===== config.mk =====
export PLATFORM = sky130hd
export DESIGN_NAME = irq_ctrl
export DESIGN_NICKNAME = d
export VERILOG_FILES = /design/src/rtl/irq_ctrl_pkg.sv /design/src/rtl/irq_ctrl_prio_enc.sv /design/src/rtl/irq_ctrl.sv
export SDC_FILE = /design/constraint.sdc
export NUM_CORES = 1
export LEC_CHECK = 0
export ABC_AREA = 0
export BUFFER_PORTS_ARGS = -buffer_cell sky130_fd_sc_hd__buf_2
export CORE_MARGIN = 4
export CORE_UTILIZATION = 50
export CTS_BUF_LIST = sky130_fd_sc_hd__clkbuf_4 sky130_fd_sc_hd__clkbuf_8
export DETAILED_ROUTE_END_ITERATION = 16
export PLACE_DENSITY = 0.81
export SLEW_MARGIN = 20
export SYNTH_ARGS = -nofsm -noshare
export SYNTH_HDL_FRONTEND = slang
export SYNTH_SLANG_ARGS = --single-unit

===== constraint.sdc =====
create_clock -name clk -period 2.3 [get_ports clk]
set_input_delay 0.23 -clock clk [delete_from_list [all_inputs] [get_ports clk]]
set_output_delay 0.23 -clock clk [all_outputs]
set_load 0.005 [all_outputs]

===== src/rtl/irq_ctrl_pkg.sv =====
// Shared definitions for the interrupt controller: register map and FSM encoding.
package irq_ctrl_pkg;

    localparam logic [2:0] IRQ_PENDING = 3'd0;
    localparam logic [2:0] IRQ_MASK    = 3'd1;
    localparam logic [2:0] IRQ_CAUSE   = 3'd2;
    localparam logic [2:0] IRQ_EOI     = 3'd3;
    localparam logic [2:0] IRQ_STATUS  = 3'd4;

    typedef enum logic [1:0] {
        ST_IDLE    = 2'd0,
        ST_REQ     = 2'd1,
        ST_SERVICE = 2'd2
    } irq_state_t;

endpackage


===== src/rtl/irq_ctrl_prio_enc.sv =====
// Lowest-index-wins priority encoder; bit 0 is the highest priority source.
module irq_prio_enc #(
    parameter int N_SRC = 8
) (
    input  logic [N_SRC-1:0] req,
    output logic             valid,
    output logic [3:0]       idx
);

    always_comb begin
        valid = |req;
        idx   = 4'd0;
        for (int i = N_SRC - 1; i >= 0; i--) begin
            if (req[i]) idx = 4'(i);
        end
    end

endmodule


===== src/rtl/irq_ctrl.sv =====
// Edge-triggered interrupt controller: pending/mask registers, single in-flight
// request to the core with ack/EOI handshake.
module irq_ctrl
    import irq_ctrl_pkg::*;
#(
    parameter int N_SRC = 8
) (
    input  logic             clk,
    input  logic             rst,
    input  logic [N_SRC-1:0] irq_src,
    output logic             irq_out,
    input  logic             irq_en,
    input  logic             irq_ack,
    input  logic             reg_ie,
    input  logic [2:0]       reg_sel,
    input  logic [15:0]      reg_in,
    output logic [15:0]      reg_out
);

    // state   | meaning
    // IDLE    | no request outstanding, scanning pending & mask
    // REQ     | irq_out high, waiting for core ack; idx frozen
    // SERVICE | core handling idx, waiting for EOI write

    irq_state_t       state, state_nxt;
    logic [3:0]       idx, idx_nxt;
    logic [N_SRC-1:0] src_q, src_edge;
    logic [N_SRC-1:0] pending, pending_nxt, mask, mask_nxt;
    logic [N_SRC-1:0] w1c, idx_hot;
    logic             wr_pending, wr_mask, wr_eoi, ack_take;
    logic             enc_valid;
    logic [3:0]       enc_idx;
    logic             unused_reg_in;

    assign unused_reg_in = &{1'b0, reg_in};

    assign src_edge   = irq_src & ~src_q;
    assign wr_pending = reg_ie && (reg_sel == IRQ_PENDING);
    assign wr_mask    = reg_ie && (reg_sel == IRQ_MASK);
    assign wr_eoi     = reg_ie && (reg_sel == IRQ_EOI);
    assign ack_take   = irq_ack && irq_en && (state == ST_REQ);
    assign w1c        = wr_pending ? reg_in[N_SRC-1:0] : '0;

    always_comb begin
        idx_hot = '0;
        for (int i = 0; i < N_SRC; i++) begin
            idx_hot[i] = (idx == 4'(i));
        end
    end

    // New edges win over both W1C and the ack clear of the in-service bit.
    assign pending_nxt = (pending & ~w1c & ~(ack_take ? idx_hot : '0)) | src_edge;
    assign mask_nxt    = wr_mask ? reg_in[N_SRC-1:0] : mask;

    irq_prio_enc #(.N_SRC(N_SRC)) u_prio_enc (
        .req   (pending & mask),
        .valid (enc_valid),
        .idx   (enc_idx)
    );

    always_comb begin
        state_nxt = state;
        idx_nxt   = idx;
        case (state)
            ST_IDLE: begin
                if (enc_valid) begin
                    idx_nxt   = enc_idx;
                    state_nxt = ST_REQ;
                end
            end
            ST_REQ: begin
                // Withdraw as soon as the selected line loses pending or mask,
                // judged on the values that land at this edge.
                if (ack_take) begin
                    state_nxt = ST_SERVICE;
                end else if (!(|(pending_nxt & mask_nxt & idx_hot))) begin
                    state_nxt = ST_IDLE;
                end
            end
            ST_SERVICE: begin
                if (wr_eoi) state_nxt = ST_IDLE;
            end
            default: state_nxt = ST_IDLE;
        endcase
    end

    always_ff @(posedge clk) begin
        if (rst) begin
            src_q   <= irq_src;
            pending <= '0;
            mask    <= '0;
            idx     <= 4'd0;
            state   <= ST_IDLE;
            irq_out <= 1'b0;
        end else begin
            src_q   <= irq_src;
            pending <= pending_nxt;
            mask    <= mask_nxt;
            idx     <= idx_nxt;
            state   <= state_nxt;
            irq_out <= (state_nxt == ST_REQ);
        end
    end

    always_comb begin
        reg_out = 16'h0000;
        case (reg_sel)
            IRQ_PENDING: reg_out = 16'(pending);
            IRQ_MASK:    reg_out = 16'(mask);
            IRQ_CAUSE:   reg_out = {(state == ST_REQ) || (state == ST_SERVICE), 11'b0, idx};
            IRQ_STATUS:  reg_out = {14'b0, state};
            default:     reg_out = 16'h0000;
        endcase
    end

endmodule


==> results.json, run 1 <==
{
  "max_slew.worst_pin.slew_ns": 0.6245,
  "hold_ws_ns": 0.01556,
  "synth_edf_count": 0,
  "synth_xor_area_frac": 0,
  "via_per_inst": 5.540,
  "worstSetupStartpointType": "register",
  "synth_compound_area_frac": 0.2240,
  "finalClockSkew_ns": 0.01396,
  "grt_pass1_wl_mm": 6.541,
  "relSlewSlack": 0.5729,
  "path_clk_slew_ns": 0.10,
  "drc_errors": 0,
  "io_buffers": 33,
  "synth-seq-cells": 30,
  "rows": 20,
  "hold_depth": 1,
  "cp_slowest_stage_delay_ns": 0.35,
  "drv_slew": 0,
  "crit_family": "compound AO/OA/AOI/OAI gates",
  "first_pass_iters": 4,
  "wl_per_cell_um": 14.23,
  "grt_usage": 0.2055,
  "grt_max_degree": 23,
  "setup_ws_ns": 0.1304,
  "muxShareOfSynthArea": 0.09992,
  "cp.buffers_inverters": 1,
  "die_h_um": 64.62,
  "synth-simple-area-share": 0.1842,
  "clockRootBuffer": "clkbuf_4",
  "yosysMostFrequentCell": "dfxtp_1",
  "fmax_mhz": 460.9,
  "synth.distinct_cells": 35,
  "pre_cts_ws_ns": -0.1010,
  "synth_flop_cell": "dfxtp_1",
  "die_x_um": 64.62,
  "cts_max_path_buffers": 2,
  "design.core.area_sq_um": 3053,
  "min_from": "irq_src[0]",
  "final_area_sq_um": 2100,
  "finalHoldViolCount": 0,
  "initial_core_util": 0.5250,
  "diodes": 0,
  "crit_chain": "buf_4 > nand4b_1 > o221ai_1 > o21ai_1 > a2111oi_2 > nand2_1 > a21o_1 > and2_1",
  "ys_top_cells_by_count": "dfxtp_1 (30), mux2i_1 (16), a21oi_1 (14), nor2_1 (14), inv_1 (13)",
  "vdd_drop_max_v": 0.0004152,
  "crit_type": "register to register",
  "reg2reg_slack_ns": 0.13,
  "cp-startpoint": "idx[2]",
  "r2r_cells": 8,
  "leakagePower_nw": 0.9083,
  "final_nets": 280,
  "cp_max_fo": 4,
  "dpl-instance-area_sq_um": 1902,
  "worstPathArrival_ns": 2.41,
  "path_depth": 8,
  "numCtsBuffers": 5,
  "netlist_area_sq_um": 1603,
  "clk_latency_ns": 0.34,
  "ys_warn_count": 0,
  "dr_total_vias": 1601,
  "routabilityCongestion": 0.8633,
  "max-cap-violations": 0,
  "routed_wirelength_mm": 4.112,
  "area_growth_pct": 30.99,
  "syn_inst": 187,
  "first_global_vias": 1390,
  "ant_nets": 0,
  "critPathSlowestCell": "dfxtp_1",
  "min_path_type": "input pin to register",
  "required_ns": 2.54,
  "hpwl_mm": 2.937,
  "synth_top_family_by_area": "compound AO/OA/AOI/OAI gates",
  "power.density_nw_per_um2": 527.9,
  "io_pins": 49,
  "period_share": 0.9433,
  "overflow": 0,
  "period_needed_ns": 2.170,
  "end_kind": "register",
  "async_flop_share": 0,
  "drive_above_1_share": 0.2857,
  "synth_top_area_share": 0.3747,
  "antenna_found_initial": 0,
  "fin_util": 0.6877,
  "p_total_w": 0.001108,
  "synthAdderAreaFrac": 0.03123,
  "dr.first_iter.drc_count": 104,
  "status": "finished clean",
  "synthesis.area_per_instance_sq_um": 8.571,
  "cts_tree": "yes",
  "synth_area_leaders": "dfxtp_1 (37%), mux2i_1 (10%), a2111oi_0 (4.9%)",
  "cts_max_level": 2,
  "reg2reg_from": "idx[2]",
  "timing.rr.end": "irq_out",
  "seq_area_frac_synth": 0.3747,
  "die_area_sq_um": 4175,
  "clock_sinks": 30,
  "setup_violations": 0,
  "min_to": "src_q[0]",
  "synth.largest_area_cell": "dfxtp_1"
}
[state kept, by name (all words and copies together) (netlist names)]
| signal | flops |
|---|---|
| irq_out | 1 |
| state | 2 |
| mask | 8 |
| src_q | 8 |
| idx | 3 |
| pending | 8 |
[metrics by stage]
step,cells,setup TNS [ns]
3_5_place_dp,273,-0.1829
3_3_place_gp,273,-0.08427
6_report,289,0
5_1_grt,289,-0.01641
4_1_cts,289,0
2_1_floorplan,193,0
[kinds of logic (layout without fill, tap and decap cells)]
group,Yosys count,after routing
simple gates,57,57
compound gates,51,51
flops,30,30
buf+inv,28,80
mux,16,16
fa+ha+maj,4,4
other cells,1,7
[layout by cell type, fill, tap and decap left out, types with 2 or more instances in the layout]
master / count
dlygate4sd3_1: 7
a22oi_1: 5
nand2_1: 12
o221ai_1: 5
nand4b_1: 2
a2111oi_0: 6
clkbuf_8: 3
clkbuf_4: 5
a21oi_1: 14
inv_1: 12
o221ai_2: 3
nand2b_1: 9
mux2i_1: 16
nor2_1: 14
buf_2: 33
buf_4: 19
nor3_1: 7
and2_1: 4
a211oi_1: 3
nor2b_1: 2
o21ai_1: 6
ha_1: 3
a2111oi_1: 3
dfxtp_1: 29
conb_1: 7
[worst max path at each step]
stage                    to
detailed placement  irq_out
floorplan           irq_out
global route        irq_out
CTS                 irq_out
global placement    irq_out
finish              irq_out
[routing by layer]
layer / routed length (um) / track usage / share of wire
met1: 1674 / 0.2543 / 0.41
met2: 1911 / 0.3325 / 0.46
met3: 425 / 0.05373 / 0.10
met4: 101 / 0.09499 / 0.025
met5: 0 / 0 / 0
[what timing repair did]
action | CTS | global route
pin swaps | 1 | 4
endpoints found under the hold margin | 7 | 0
gates resized for setup | 1 | 10
setup buffers | 1 | 0
hold buffers | 7 | 0
setup endpoints to repair | 1 | 2
[layout make-up]
cell class | count | area, sq um
well taps | 44 | 55.05
clock buffers | 8 | 78.83
flip-flops and latches | 30 | 601.8
repair buffers | 59 | 377.9
fillers | 262 | 953.4
multi-input cells | 135 | 937.1
inverters | 13 | 48.80
[report_power, final]
part	internal (W)	switching, W
Sequential	0.000543	0.0000179
Combinational	0.0000769	0.0000788
Clock	0.000209	0.000183
Total	0.000828	0.000280
Power figures use the tool's default switching activity.
==> run 2: changes to the inputs <==
Settings changed: CORE_UTILIZATION 50 to 45, PLACE_DENSITY 0.81 to 0.74.
==> results.json, run 2 (synthesis gave the netlist of run 1 again) <==
{
  "status": "finished clean",
  "rows": 21,
  "required_ns": 2.53,
  "clock_sinks": 30,
  "grt_usage": 0.1973,
  "cts_tree": "yes",
  "grt_max_degree": 23,
  "cp-startpoint": "state[1]",
  "numCtsBuffers": 5,
  "dr.first_iter.drc_count": 66,
  "mostFrequentLayoutCell": "buf_2",
  "grt_pass1_wl_mm": 6.617,
  "power.density_nw_per_um2": 503.5,
  "drive_above_1_share": 0.2955,
  "cts_max_level": 2,
  "period_needed_ns": 2.168,
  "fmax_mhz": 461.3,
  "stdcell_count": 293,
  "max-cap-violations": 0,
  "p_clk_frac": 0.319,
  "p_seq_frac": 0.532,
  "die_x_um": 67.68,
  "ant_nets": 0,
  "via_per_inst": 5.273,
  "relSlewSlack": 0.6173,
  "vdd_drop_max_v": 0.0004259,
  "multi_input_area_sq_um": 933.4,
  "routed_wirelength_mm": 4.130,
  "drv_slew": 0,
  "min_from": "irq_src[0]",
  "hold_ws_ns": 0.009656,
  "final_nets": 282,
  "initial_core_util": 0.4729,
  "biggestRegsByFlops": "mask x8, pending x8, src_q x8",
  "diodes": 0,
  "antenna_found_initial": 0,
  "internal_power_w": 0.0007675,
  "first_global_vias": 1475,
  "min_path_type": "input pin to register",
  "hold_depth": 1,
  "min_to": "src_q[0]",
  "io_buffers": 33,
  "design.core.area_sq_um": 3390,
  "worstPathArrival_ns": 2.40,
  "grt-busiest-layer": "met2",
  "layout.area.seq_sq_um": 600.6,
  "path_clk_slew_ns": 0.10,
  "switching_share": 0.2714,
  "die_area_sq_um": 4581,
  "r2r_cells": 10,
  "cp_max_fo": 4,
  "grt_util_met2": 0.3147,
  "drc_errors": 0,
  "routabilityCongestion": 0.9035,
  "io_pins": 49,
  "overflow": 0,
  "finalClockSkew_ns": 0.005427,
  "die_h_um": 67.68,
  "crit_type": "register to register",
  "fin_tns_setup_ns": 0,
  "max_slew.worst_pin.slew_ns": 0.5727,
  "period_share": 0.9426,
  "use_met1": 0.2518,
  "finalHoldViolCount": 0,
  "dr_total_vias": 1545,
  "worstSetupStartpointType": "register",
  "dp.cells": 278,
  "cts_max_path_buffers": 2,
  "clk_latency_ns": 0.33,
  "area_growth_pct": 30.52,
  "combPwrFrac": 0.149,
  "first_pass_iters": 4,
  "clockRootBuffer": "clkbuf_4",
  "reg2reg_from": "state[1]",
  "n_fill_cell": 314,
  "layout_common_cells": "buf_2 (33), dfxtp_1 (30), buf_4 (23), mux2i_1 (16)",
  "setup_violations": 0,
  "hpwl_mm": 3.018,
  "reg2reg_slack_ns": 0.13,
  "end_kind": "register",
  "timing.rr.end": "irq_out",
  "switchingPower_w": 0.0002858,
  "use_met3": 0.04659,
  "leakagePower_nw": 0.9021,
  "wl_per_cell_um": 14.10
}
## run 2: cell type report
| type | count | share of cell area |
|---|---|---|
| timing repair buffer | 61 | 0.1854 |
| clock inverter | 2 | 0.005981 |
| multi-input combinational | 135 | 0.4462 |
| inverter | 13 | 0.02333 |
| clock buffer | 6 | 0.02452 |
| tap | 46 | 0.02751 |
| sequential | 30 | 0.2871 |
## run 2: power groups by stage
stage               combinational, W  clock [W]  sequential (W)
finish                      0.000157   0.000336        0.000560
CTS                         0.000151   0.000342        0.000559
global placement            0.000142          0        0.000570
floorplan                  0.0000855          0        0.000567
detailed placement          0.000145          0        0.000571
global route                0.000176   0.000365        0.000563
## run 2: worst max-delay path: stages, from the launching register on
cell       delay, ns
dfxtp_1         0.34
inv_1           0.07
ha_2            0.19
nand4_1         0.08
buf_4           0.15
o221ai_1        0.13
a2111oi_1       0.56
nor4_1          0.13
nand2_1         0.14
a31oi_2         0.10
and2_1          0.17
## run 2: how the worst max path moves through the flow
stage | endpoint | slack, ns | cells after the start
after floorplan | irq_out | 0.28 | 8
after global placement | irq_out | -0.15 | 9
after detailed placement | irq_out | -0.15 | 10
after CTS | irq_out | 0.004 | 9
after global routing | irq_out | -0.05 | 10
final | irq_out | 0.13 | 10
## run 2: layer usage
layer  up-vias  share of wire
li1        787              -
met1       696           0.45
met2        53           0.47
met3         9          0.069
met4         0          0.014
met5         -              0
## run 2: timing repair
item	in CTS	in global routing
pin swaps	1	7
hold buffers	4	1
resized for setup	0	9
buffers inserted	0	2
endpoints found under the hold margin	4	1
setup endpoints to repair	2	3
## run 2: per-stage QoR
stage | area, sq um | worst slack [ns] | utilization | power, W
after floorplan | 1625 | 0.2800 | - | 0.0006525
after global placement | 1927 | -0.1487 | 0.5685 | 0.0007120
after detailed placement | 1927 | -0.1477 | 0.5685 | 0.0007160
after CTS | 2031 | 0.004326 | 0.5991 | 0.001052
after global routing | 2092 | -0.05325 | 0.6172 | 0.001105
final | 2092 | 0.1320 | 0.6172 | 0.001053
